`src/rtl/branch_info_queue_if.sv`:
```
// Bundle of decode push, ROB commit/flush and predictor feedback signals for the branch info queue.
// master = decode/ROB/predictor side, slave = the queue itself.
// Purely structural; no timing of its own.
interface branch_info_queue_if #(
  parameter int DEPTH      = 8,
  parameter int ADDR_WIDTH = 32,
  parameter int GH_BITS    = 10
);
  localparam int CNT_W = $clog2(DEPTH + 1);

  logic                  push_valid;
  logic [ADDR_WIDTH-1:0] push_pc;
  logic [GH_BITS-1:0]    push_ghistory;
  logic                  push_pred;
  logic                  push_pred_gs;
  logic                  push_pred_2b;
  logic                  push_ready;

  logic                  commit_valid;
  logic                  commit_outcome;
  logic                  flush;

  logic                  fb_valid;
  logic [ADDR_WIDTH-1:0] fb_pc;
  logic [GH_BITS-1:0]    fb_ghistory;
  logic                  fb_pred;
  logic                  fb_pred_gs;
  logic                  fb_pred_2b;
  logic                  fb_outcome;
  logic                  fb_mispredict;

  logic [CNT_W-1:0]      count;
  logic                  underflow_err;

  modport master (
    output push_valid, push_pc, push_ghistory, push_pred, push_pred_gs, push_pred_2b,
    output commit_valid, commit_outcome, flush,
    input  push_ready,
    input  fb_valid, fb_pc, fb_ghistory, fb_pred, fb_pred_gs, fb_pred_2b, fb_outcome, fb_mispredict,
    input  count, underflow_err
  );

  modport slave (
    input  push_valid, push_pc, push_ghistory, push_pred, push_pred_gs, push_pred_2b,
    input  commit_valid, commit_outcome, flush,
    output push_ready,
    output fb_valid, fb_pc, fb_ghistory, fb_pred, fb_pred_gs, fb_pred_2b, fb_outcome, fb_mispredict,
    output count, underflow_err
  );
endinterface

```
`src/rtl/branch_info_queue.sv`:
```
// In-order queue of branch prediction records from decode to ROB commit, feeding predictor training.
// Latency: feedback record is registered, one cycle after the committing edge.
// Backpressure: push_ready drops when full (pre-edge count); a push while full is dropped.
module branch_info_queue #(
  parameter int DEPTH      = 8,
  parameter int ADDR_WIDTH = 32,
  parameter int GH_BITS    = 10
) (
  input logic                clk,
  input logic                rst_n,
  branch_info_queue_if.slave bus
);
  localparam int PTR_W = $clog2(DEPTH);
  localparam int CNT_W = $clog2(DEPTH + 1);

  typedef struct packed {
    logic [ADDR_WIDTH-1:0] pc;
    logic [GH_BITS-1:0]    ghistory;
    logic                  pred;
    logic                  pred_gs;
    logic                  pred_2b;
  } entry_t;

  entry_t           mem [DEPTH];
  logic [PTR_W-1:0] head;
  logic [PTR_W-1:0] tail;
  logic [CNT_W-1:0] count;

  entry_t           head_ent;
  entry_t           push_ent;
  logic             full;
  logic             empty;
  logic             pop;
  logic             mispredict;
  logic             squash;
  logic             push_fire;

  entry_t           fb_ent;
  logic             fb_valid;
  logic             fb_outcome;
  logic             fb_mispredict;
  logic             underflow_err;

  assign full       = (count == CNT_W'(DEPTH));
  assign empty      = (count == '0);
  assign head_ent   = mem[head];
  assign pop        = bus.commit_valid & ~empty;
  // A mispredicting commit means everything younger was fetched down the wrong path.
  assign mispredict = pop & (head_ent.pred != bus.commit_outcome);
  assign squash     = bus.flush | mispredict;
  assign push_fire  = bus.push_valid & ~full & ~squash;

  assign push_ent.pc       = bus.push_pc;
  assign push_ent.ghistory = bus.push_ghistory;
  assign push_ent.pred     = bus.push_pred;
  assign push_ent.pred_gs  = bus.push_pred_gs;
  assign push_ent.pred_2b  = bus.push_pred_2b;

  // Entry storage: write the pushed record at the tail slot (no reset needed, guarded by count).
  always_ff @(posedge clk) begin
    if (push_fire) begin
      mem[tail] <= push_ent;
    end
  end

  // Pointer and occupancy update; a squash empties the queue and swallows the same-cycle push.
  always_ff @(posedge clk or negedge rst_n) begin
    if (!rst_n) begin
      head  <= '0;
      tail  <= '0;
      count <= '0;
    end else if (squash) begin
      head  <= tail;
      count <= '0;
    end else begin
      if (push_fire) begin
        tail <= tail + PTR_W'(1);
      end
      if (pop) begin
        head <= head + PTR_W'(1);
      end
      count <= count + CNT_W'(push_fire) - CNT_W'(pop);
    end
  end

  // Feedback record: pulse valid on a pop, otherwise hold the last record's data.
  always_ff @(posedge clk or negedge rst_n) begin
    if (!rst_n) begin
      fb_valid      <= 1'b0;
      fb_ent        <= '0;
      fb_outcome    <= 1'b0;
      fb_mispredict <= 1'b0;
    end else begin
      fb_valid <= pop;
      if (pop) begin
        fb_ent        <= head_ent;
        fb_outcome    <= bus.commit_outcome;
        fb_mispredict <= mispredict;
      end
    end
  end

  // Sticky error flag for a commit arriving with nothing queued.
  always_ff @(posedge clk or negedge rst_n) begin
    if (!rst_n) begin
      underflow_err <= 1'b0;
    end else if (bus.commit_valid && empty) begin
      underflow_err <= 1'b1;
    end
  end

  assign bus.push_ready    = ~full;
  assign bus.count         = count;
  assign bus.fb_valid      = fb_valid;
  assign bus.fb_pc         = fb_ent.pc;
  assign bus.fb_ghistory   = fb_ent.ghistory;
  assign bus.fb_pred       = fb_ent.pred;
  assign bus.fb_pred_gs    = fb_ent.pred_gs;
  assign bus.fb_pred_2b    = fb_ent.pred_2b;
  assign bus.fb_outcome    = fb_outcome;
  assign bus.fb_mispredict = fb_mispredict;
  assign bus.underflow_err = underflow_err;
endmodule
```
`src/flat_wrapper.sv`:
```
// flat-port wrapper written by rule: the top's interface ports become plain ports
module branch_info_queue_flat 
#(
  parameter int DEPTH      = 8,
  parameter int ADDR_WIDTH = 32,
  parameter int GH_BITS    = 10
)
  (clk, rst_n, bus_push_valid, bus_push_pc, bus_push_ghistory, bus_push_pred, bus_push_pred_gs, bus_push_pred_2b, bus_commit_valid, bus_commit_outcome, bus_flush, bus_push_ready, bus_fb_valid, bus_fb_pc, bus_fb_ghistory, bus_fb_pred, bus_fb_pred_gs, bus_fb_pred_2b, bus_fb_outcome, bus_fb_mispredict, bus_count, bus_underflow_err);
  branch_info_queue_if #(.DEPTH(DEPTH), .ADDR_WIDTH(ADDR_WIDTH), .GH_BITS(GH_BITS)) bus_i ();
  input logic clk;
  input logic rst_n;
  input wire logic [$bits(bus_i.push_valid)-1:0] bus_push_valid;
  input wire logic [$bits(bus_i.push_pc)-1:0] bus_push_pc;
  input wire logic [$bits(bus_i.push_ghistory)-1:0] bus_push_ghistory;
  input wire logic [$bits(bus_i.push_pred)-1:0] bus_push_pred;
  input wire logic [$bits(bus_i.push_pred_gs)-1:0] bus_push_pred_gs;
  input wire logic [$bits(bus_i.push_pred_2b)-1:0] bus_push_pred_2b;
  input wire logic [$bits(bus_i.commit_valid)-1:0] bus_commit_valid;
  input wire logic [$bits(bus_i.commit_outcome)-1:0] bus_commit_outcome;
  input wire logic [$bits(bus_i.flush)-1:0] bus_flush;
  output wire logic [$bits(bus_i.push_ready)-1:0] bus_push_ready;
  output wire logic [$bits(bus_i.fb_valid)-1:0] bus_fb_valid;
  output wire logic [$bits(bus_i.fb_pc)-1:0] bus_fb_pc;
  output wire logic [$bits(bus_i.fb_ghistory)-1:0] bus_fb_ghistory;
  output wire logic [$bits(bus_i.fb_pred)-1:0] bus_fb_pred;
  output wire logic [$bits(bus_i.fb_pred_gs)-1:0] bus_fb_pred_gs;
  output wire logic [$bits(bus_i.fb_pred_2b)-1:0] bus_fb_pred_2b;
  output wire logic [$bits(bus_i.fb_outcome)-1:0] bus_fb_outcome;
  output wire logic [$bits(bus_i.fb_mispredict)-1:0] bus_fb_mispredict;
  output wire logic [$bits(bus_i.count)-1:0] bus_count;
  output wire logic [$bits(bus_i.underflow_err)-1:0] bus_underflow_err;
  assign bus_i.push_valid = bus_push_valid;
  assign bus_i.push_pc = bus_push_pc;
  assign bus_i.push_ghistory = bus_push_ghistory;
  assign bus_i.push_pred = bus_push_pred;
  assign bus_i.push_pred_gs = bus_push_pred_gs;
  assign bus_i.push_pred_2b = bus_push_pred_2b;
  assign bus_i.commit_valid = bus_commit_valid;
  assign bus_i.commit_outcome = bus_commit_outcome;
  assign bus_i.flush = bus_flush;
  assign bus_push_ready = bus_i.push_ready;
  assign bus_fb_valid = bus_i.fb_valid;
  assign bus_fb_pc = bus_i.fb_pc;
  assign bus_fb_ghistory = bus_i.fb_ghistory;
  assign bus_fb_pred = bus_i.fb_pred;
  assign bus_fb_pred_gs = bus_i.fb_pred_gs;
  assign bus_fb_pred_2b = bus_i.fb_pred_2b;
  assign bus_fb_outcome = bus_i.fb_outcome;
  assign bus_fb_mispredict = bus_i.fb_mispredict;
  assign bus_count = bus_i.count;
  assign bus_underflow_err = bus_i.underflow_err;
  branch_info_queue #(.DEPTH(DEPTH), .ADDR_WIDTH(ADDR_WIDTH), .GH_BITS(GH_BITS)) u_core (.clk(clk), .rst_n(rst_n), .bus(bus_i));
endmodule
```
`config.mk`:
```
export PLATFORM = sky130hd
export DESIGN_NAME = branch_info_queue_flat
export DESIGN_NICKNAME = d
export VERILOG_FILES = /design/src/rtl/branch_info_queue_if.sv /design/src/rtl/branch_info_queue.sv /design/src/flat_wrapper.sv
export SDC_FILE = /design/constraint.sdc
export NUM_CORES = 1
export LEC_CHECK = 0
export BUFFER_PORTS_ARGS = -buffer_cell sky130_fd_sc_hd__buf_2
export CELL_PAD_IN_SITES_DETAIL_PLACEMENT = 1
export CELL_PAD_IN_SITES_GLOBAL_PLACEMENT = 1
export CORE_MARGIN = 5
export CORE_UTILIZATION = 40
export DETAILED_ROUTE_END_ITERATION = 8
export PLACE_DENSITY = 0.75
export SYNTH_ARGS = -nofsm -noshare
export SYNTH_HDL_FRONTEND = slang
export SYNTH_SLANG_ARGS = --single-unit
export TNS_END_PERCENT = 10
```
`constraint.sdc`:
```
create_clock -name clk -period 16.3 [get_ports clk]
set_input_delay 1.63 -clock clk [delete_from_list [all_inputs] [get_ports clk]]
set_output_delay 1.63 -clock clk [all_outputs]
set_load 0.005 [all_outputs]
```
Word level (Yosys, flattened, before mapping)
Memory sizes are Yosys's and may differ from the RTL's. Index checks and enable logic that the tools add are counted.

Output and inout port bits: 54. Memories kept: 1. Flip-flop bits (word level): 59. RAM bits: 360.

$add $sub $neg: 4. Multiplexer cells: 5. Bitwise operators: 8. Reduce and logical (&&, ||, !) cells: 4. Equality and inequality tests: 2.

Memories: u_core.mem (words 8, bits a word 45, read ports 1, clocked after Yosys merged registers in 0, write ports 1, RTL line branch_info_queue.sv:24) `entry_t mem [DEPTH];`.

Operator list (number): $add 3x1->3 const B (2); $mux 3 (2); $add 4x1->4 (1); $and 1x1->1 (4); $eq 4x4->1 const B (1); $logic_not 4->1 (1); $mux 4 (1); $sub 4x1->4 (1); $not 1->1 (3); $mux 1 (2); $reduce_and 2->1 (1); $reduce_bool 2->1 (1); $logic_and 1x1->1 (1); $ne 1x1->1 (1); $or 1x1->1 (1).

Longest topological paths before layout
Gate-level depths: netlist of run 1.

Word-level depth: 10. Mapped depth: 15. Gate-level depth less buffers: 14.

Least setup slack after synthesis of run 1
Ideal clock, no wire load.

Kind: input to register. Start point: input port bus_commit_valid. End point: memory u_core.mem[0][0] in the netlist's numbering, enable pin. Setup time: 0.559 ns. Setup slack: 8.879 ns. Stages: 7. Path buffers: 1. Data required time: 15.741 ns. Arrival: 6.862 ns. Cell sequence: nand2_1 > inv_1 > nand2_1 > mux2i_1 > or3_1 > buf_6 > nor4_1.

Longest elaborated chain between the ends: 7.

RTL lines: start, declared (RTL line flat_wrapper.sv:18) `input wire logic [$bits(bus_i.commit_valid)-1:0] bus_commit_valid;`; $and 1x1->1 (RTL line branch_info_queue.sv:47) `assign pop = bus.commit_valid & ~empty;`; net u_core.pop (RTL line branch_info_queue.sv:33) `logic pop;`; $and 1x1->1 (RTL line branch_info_queue.sv:49) `assign mispredict = pop & (head_ent.pred != bus.commit_outcome);`; $or 1x1->1 (RTL line branch_info_queue.sv:50) `assign squash = bus.flush | mispredict;`; $not 1->1 (RTL line branch_info_queue.sv:51) `assign push_fire = bus.push_valid & ~full & ~squash;`; $and 1x1->1 (RTL line branch_info_queue.sv:51); $mux 1 (RTL line branch_info_queue.sv:61) `if (push_fire) begin`; $mux 1 (implied by the code) (RTL line branch_info_queue.sv:62) `mem[tail] <= push_ent;`; end, declared (RTL line branch_info_queue.sv:24).

The timed path passes the listed nets, and every way through them passes these cells.

Worst setup path after layout of run 1
Start point: input port bus_commit_valid. End point: memory u_core.mem[5][9] in the netlist's numbering, enable pin.

The elaborated chain is that of the path after synthesis.

==> impl_metrics.csv, run 1 <==
group,metric,value,unit
status,status,"finished, final reports clean",
worst_setup_path,critical-path-slowest-cell,"sky130_fd_sc_hd__nor3_2",
floorplan,die_height,209,um
synthesis,ys_warn_count,0,
synthesis,postSynthRegisterBits,419,
power_and_ir_drop,power-per-cell-area,170,mW/mm^2
worst_setup_path,critPathTopFamily,"simple AND/OR/NAND/NOR gates",
detailed_routing,postRouteAntennaNets,0,
clock_tree,htree_num_levels,2,
floorplan,std_cell_rows,73,
synthesis,post_synth_num_cell_types,34,
min_path,holdPathStages,1,
synthesis,post_synth.cell_area_avg,20.9,sq um
timing,final_period_minus_worst_setup_slack,5.22,ns
worst_setup_path,crit_buf_inv,3,
synthesis,synth_top_area_share,68.1,%
detailed_routing,route.vias.total,7479,
global_routing,pin_count_of_the_biggest_net_entering_global_routing,96,
finish,fin_nets,937,
power_and_ir_drop,leakage_power_summed_over_all_cells,6.39,nW
floorplan,die_w,209,um
timing,max_clock_freq,0.192,GHz
worst_setup_path,setup.worst_path.end_class,"flip-flop",
worst_setup_path,worst_path_largest_cell_delay,0.96,ns
clock_tree,cts_hold_buffers,0,
clock_tree,numCtsBuffers,42,
place,detailed_place_hpwl,19800,um
min_path,start_point_of_the_worst_hold_path,"u_core.bus.underflow_err",
synthesis,post_synth_inst_count,760,
synthesis,leading_cell_types_by_total_area_after_synthesis,"sky130_fd_sc_hd__edfxtp_1 68%, sky130_fd_sc_hd__mux4_2 12%, sky130_fd_sc_hd__dfrtp_1 9.3%",
place,placedInstanceArea,0.0170,sq mm
clock_tree,cts_setup_buffers,0,
finish,layout_commonest_cell,"sky130_fd_sc_hd__edfxtp_1",
worst_setup_path,data_required_time_of_the_worst_path,16.46,ns
global_routing,number_of_global_route_vias_before_repair,8264,
synthesis,synth.largest_area_cell,"sky130_fd_sc_hd__edfxtp_1",
floorplan,core_footprint,0.0395,sq mm
global_routing,grt_overflow,0,
detailed_routing,routed_wirelength,33000,um
worst_setup_path,ff2ff_path_depth,10,
worst_setup_path,rr_endpoint,"u_core.mem[5][9]",
worst_setup_path,crit_path_start_kind,"primary input",
clock_tree,tritoncts,"done",
synthesis,number_of_synthesized_flops_with_an_enable_pin,360,
worst_setup_path,worstPathCellList,"buf_2 -> nand2_4 -> inv_1 -> nand2_1 -> mux2i_1 -> or3_1 -> nor3_2 -> buf_4",
timing,final_min_period_over_clock_period,32.0,%
detailed_routing,post_drt_via_cell_ratio,5.20,
timing,worst_pin_slew,1.07,ns
finish,drive_above_1_share,31.4,%
detailed_routing,drt-pass1-iter-count,5,
global_routing,grt_usage,15.1,%
clock_tree,worst_skew_pair.late_latency,0.54,ns
synthesis,synth_nets,820,
timing,clock_skew,0.0175,ns
timing,slew_viol_final,0,
clock_tree,cts-resized-gates,0,
finish,area_growth_syn_to_layout,16.1,%
run,max_cap_violations,0,
floorplan,io-pin-count,105,
worst_setup_path,crit_path_max_fanout,95,
timing,rsz0062_at_grt,"no",
detailed_routing,detail_route.drc_violations,0,
min_path,hold_path_class,"reg2reg",
clock_tree,clk_transition_reported_paths,0.06,ns
global_routing,grt_antenna_before_repair,3,
synthesis,synth_area,0.0159,sq mm
min_path,timing.hold.worst_endpoint,"u_core.bus.underflow_err",
synthesis,ys_seq_area_share,77.5,%
detailed_routing,drt-initial-drc-count,676,
worst_setup_path,r2r_start,"u_core.bus.count[2]",
global_routing,grt_pass1_wl,51000,um
floorplan,design.die.area,0.0437,sq mm
floorplan,floorplan.initialDensity,40.2,%
timing,setup_viol,0,
worst_setup_path,critPathArrivalTime,5.38,ns
timing,maxSlewHeadroom,28.4,%
synthesis,synth-main-ff-cell,"sky130_fd_sc_hd__edfxtp_1",
place,place_congestion,0.690,
clock_tree,clock-sinks,419,
worst_setup_path,timing_worst_setup_path_type,"in2reg",
finish,final_cell_mix,"360 x sky130_fd_sc_hd__edfxtp_1, 103 x sky130_fd_sc_hd__buf_2, 88 x sky130_fd_sc_hd__mux4_2",
detailed_routing,routed_wire_length_per_instance,22.9,um
power_and_ir_drop,vdd_ir_drop_max,0.000113,V
worst_setup_path,ff2ff_setup_slack,11.54,ns
finish,stdcell_area,0.0184,sq mm
timing,setup_total_negative_slack,0,ns
timing,timing_hold_violations_final,0,
clock_tree,clockRootBuffer,"sky130_fd_sc_hd__clkbuf_16",
clock_tree,cts.path.max_buffers,3,
synthesis,asyncSetResetFlopFracSynth,14.1,%
place,buffer_ports.inserted,104,
routing by layer:
layer	track usage [%]	routed length [um]	part of all wire (%)
met1	20.0	13700	41
met3	3.50	1810	5.5
met2	25.6	16900	51
met5	0	26	0.079
met4	3.62	602	1.8
cell families after synthesis:
family	share of synthesized area [%]
compound gates	1.74
flops	77.5
simple gates	2.56
buf+inv	1.43
mux	15.7
fa+ha+maj	0.757
xor+xnor	0.331
cell type report:
class,count,area (sq um)
Antenna cell,1,2.50
Clock buffer,52,1180
Clock inverter,26,228
Fill cell,3687,21000
Inverter,10,37.5
Multi-Input combinational cell,290,3410
Sequential cell,419,12300
Tap cell,525,657
Timing Repair Buffer,114,598
worst reg2reg max path, stage by stage (launching register included):
cell                      delay, ns
sky130_fd_sc_hd__dfrtp_1       0.37
sky130_fd_sc_hd__inv_1         0.10
sky130_fd_sc_hd__ha_1          0.18
sky130_fd_sc_hd__nand2_1       0.09
sky130_fd_sc_hd__nand2_4       0.68
sky130_fd_sc_hd__inv_1         0.35
sky130_fd_sc_hd__nand2_1       0.18
sky130_fd_sc_hd__mux2i_1       0.16
sky130_fd_sc_hd__or3_1         0.69
sky130_fd_sc_hd__nor3_2        0.96
sky130_fd_sc_hd__buf_4         0.62
power breakdown:
| part | total, W | switching, W | leakage (nW) | internal (W) |
|---|---|---|---|---|
| Combinational | 0.000692 | 0.000328 | 1.72 | 0.000363 |
| Sequential | 0.00146 | 0.000160 | 3.97 | 0.00130 |
| Clock | 0.000971 | 0.000393 | 0.703 | 0.000578 |
synthesized netlist by cell type, drive strengths merged (3+ instances only):
master  number
edfxtp     360
mux4        88
dfrtp       59
nand2       57
mux2i       49
o21ai       45
clkbuf      22
buf         19
inv         10
ha           8
nor2         8
xnor2        6
nand3        3
nand3b       3
nor4b        3
through the flow:
step                      hold slack [ns]  total power, W  util [%]  std cells  setup WS, ns
after detailed placement            0.462         0.00220      43.1       1358         10.38
after global placement              0.455         0.00218      43.1       1358         10.59
after global routing                0.482         0.00330      46.7       1437         10.78
final                               0.468         0.00313      46.7       1437         11.08
after CTS                           0.476         0.00318      46.7       1436         10.97
after floorplan                     0.466         0.00194         -        760          8.88
how the worst max path moves through the flow:
stage	cells past startpoint	to	from	slack, ns
4_1_cts	8	u_core.mem[5][9]	bus_commit_valid	10.97
3_3_place_gp	8	u_core.mem[2][35]	bus_commit_valid	10.59
5_1_grt	8	u_core.mem[5][6]	bus_commit_valid	10.78
2_1_floorplan	7	u_core.mem[0][0]	bus_commit_valid	8.88
6_report	8	u_core.mem[5][9]	bus_commit_valid	11.08
3_5_place_dp	8	u_core.mem[5][15]	bus_commit_valid	10.38
flip-flops by register name (all words and copies together), names as in the netlist:
signal / cells
u_core.bus.count: 4
u_core.bus.fb_ghistory: 10
u_core.bus.fb_mispredict: 1
u_core.bus.fb_outcome: 1
u_core.bus.fb_pc: 32
u_core.bus.fb_pred: 1
u_core.bus.fb_pred_2b: 1
u_core.bus.fb_pred_gs: 1
u_core.bus.fb_valid: 1
u_core.bus.underflow_err: 1
u_core.head: 3
u_core.mem: 360
u_core.tail: 3
Power figures use the tool's default switching activity.
==> inputs of run 2 (changes only) <==
==> constraint.sdc (replaced) <==
create_clock -name clk -period 5.2 [get_ports clk]
set_input_delay 0.52 -clock clk [delete_from_list [all_inputs] [get_ports clk]]
set_output_delay 0.52 -clock clk [all_outputs]
set_load 0.005 [all_outputs]
==> impl_metrics.csv, run 2 (synthesis gave the netlist of run 1 again) <==
group,metric,value,unit
status,status,"finished, final reports clean",
finish,drive_above_1_share,31.1,%
detailed_routing,route.vias.total,7502,
clock_tree,cts_hold_buffers,0,
detailed_routing,detail_route.drc_violations,0,
timing,setup_total_negative_slack,0,ns
detailed_routing,drt-pass1-iter-count,4,
worst_setup_path,crit_path_start_kind,"flip-flop",
floorplan,floorplan.initialDensity,40.2,%
timing,slew_viol_final,0,
finish,utilization_after_layout,46.6,%
timing,maxSlewHeadroom,32.3,%
finish,fin_nets,943,
timing,rsz0062_at_grt,"no",
detailed_routing,postRouteAntennaNets,0,
clock_tree,clockRootBuffer,"sky130_fd_sc_hd__clkbuf_16",
timing,worst_pin_slew,1.02,ns
clock_tree,cts_setup_buffers,0,
power_and_ir_drop,p_comb_share,24.4,%
floorplan,design.die.area,0.0437,sq mm
global_routing,number_of_global_route_vias_before_repair,8233,
worst_setup_path,crit_path_max_fanout,45,
detailed_routing,post_drt_via_cell_ratio,5.20,
power_and_ir_drop,seq_power_share,46.3,%
floorplan,die_w,209,um
power_and_ir_drop,vdd_ir_drop_max,0.000258,V
place,place_congestion,0.699,
worst_setup_path,data_required_time_of_the_worst_path,5.35,ns
run,max_cap_violations,0,
global_routing,grt_pass1_wl,51600,um
power_and_ir_drop,total_power,0.00962,W
global_routing,pin_count_of_the_biggest_net_entering_global_routing,95,
finish,layout_commonest_cell,"sky130_fd_sc_hd__edfxtp_1",
finish,area_growth_syn_to_layout,16.0,%
clock_tree,numCtsBuffers,43,
floorplan,io-pin-count,105,
power_and_ir_drop,power.switching_fraction,28.8,%
detailed_routing,routed_wire_length_per_instance,22.9,um
timing,setup_viol,0,
global_routing,grt_antenna_before_repair,2,
timing,final_min_period_over_clock_period,69.2,%
timing,timing_hold_violations_final,0,
min_path,hold_path_class,"in2async",
worst_setup_path,timing_worst_setup_path_type,"reg2reg",
power_and_ir_drop,clockPowerShare,29.4,%
finish,antenna-diode-count,0,
finish,number_of_flip_flops_under_the_largest_register_name,360,
floorplan,core_footprint,0.0395,sq mm
global_routing,grt_usage,15.2,%
clock_tree,clk_transition_reported_paths,0.06,ns
power_and_ir_drop,leakage_power_summed_over_all_cells,6.37,nW
detailed_routing,routed_wirelength,33000,um
worst_setup_path,worst_path_most_repeated_cell,"sky130_fd_sc_hd__mux2i_1",
worst_setup_path,setup.worst_path.end_class,"flip-flop",
place,buffer_ports.inserted,104,
worst_setup_path,critical-path-slowest-cell,"sky130_fd_sc_hd__and4bb_4",
finish,largest-register,"u_core.mem",
finish,final_cell_mix,"360 x sky130_fd_sc_hd__edfxtp_1, 103 x sky130_fd_sc_hd__buf_2, 88 x sky130_fd_sc_hd__mux4_2",
clock_tree,worst_skew_pair.late_latency,0.54,ns
clock_tree,cts.path.max_buffers,3,
floorplan,std_cell_rows,73,
place,detailed_place_hpwl,19600,um
clock_tree,htree_num_levels,2,
floorplan,die_height,209,um
worst_setup_path,worstPathCellList,"mux2i_1 -> nand3b_1 -> nand4_2 -> mux2i_1 -> or3_1 -> and4bb_4",
worst_setup_path,critPathArrivalTime,3.75,ns
timing,clock_skew,0.0217,ns
timing,worst_hold_slack,0.124,ns
detailed_routing,drt-initial-drc-count,508,
timing,max_clock_freq,0.278,GHz
global_routing,grt_overflow,0,
clock_tree,cts-resized-gates,0,
power_and_ir_drop,p_int,0.00685,W
power_and_ir_drop,power-per-cell-area,523,mW/mm^2
power_and_ir_drop,p_sw,0.00277,W
clock_tree,tritoncts,"done",
clock_tree,clock-sinks,419,
timing,final_period_minus_worst_setup_slack,3.60,ns
worst_setup_path,worst_path_largest_cell_delay,1.06,ns
-- run 2: cell types whose count changed in the layout (fill, tap and decap cells not counted), sizes merged --
cell,change
clkbuf,+7
buf,+5
bufinv,-4
clkinv,-4
inv,+2
diode,-1
-- run 2: cell type report --
class / count / area (sq um)
well taps: 525 / 657
repair buffers: 119 / 686
flip-flops and latches: 419 / 12300
multi-input cells: 290 / 3420
inverters: 10 / 37.5
clock inverters: 20 / 114
clock buffers: 59 / 1190
fillers: 3672 / 21100
-- run 2: through the flow --
stage,instance area [sq um],std cells,setup WS [ns]
3_3_place_gp,17100,1363,1.71
4_1_cts,18400,1442,1.53
3_5_place_dp,17100,1363,1.55
5_1_grt,18400,1442,1.39
6_report,18400,1442,1.60
2_1_floorplan,15900,760,-0.0659
-- run 2: critical path: cells and delay by family (launching register included) --
family	cells	cell delay [ns]
multiplexers	2	0.45
flip-flops	1	0.67
AND/OR/NAND/NOR	4	2.05
-- run 2: worst paths after layout --
check                                startpoint               endpoint  slack, ns  depth (start not counted)
hold / removal                            rst_n   u_core.bus.fb_pc[17]       0.12                          1
min in group clk             bus_commit_outcome  u_core.bus.fb_outcome       0.26                          3
max in group asynchronous                 rst_n         u_core.head[1]       4.39                          1
setup / recovery                 u_core.head[0]      u_core.mem[3][19]       1.60                          6
setup reg to reg                 u_core.head[0]      u_core.mem[3][19]       1.60                          6
hold reg to reg            u_core.bus.fb_pc[12]   u_core.bus.fb_pc[12]       0.47                          2
-- run 2: layer usage --
layer	vias to the layer above	GRT usage, %	part of all wire [%]
met4	4	3.83	1.9
met3	47	2.51	4.0
met1	3974	22.0	45
met5	-	0	0.079
li1	3307	-	-
met2	170	24.4	49
-- run 2: power groups by stage --
stage	Sequential [W]	Clock [W]	Combinational (W)
floorplan	0.00431	0	0.00177
global placement	0.00450	0	0.00235
detailed placement	0.00452	0	0.00242
CTS	0.00446	0.00290	0.00243
global route	0.00451	0.00307	0.00259
finish	0.00445	0.00282	0.00235
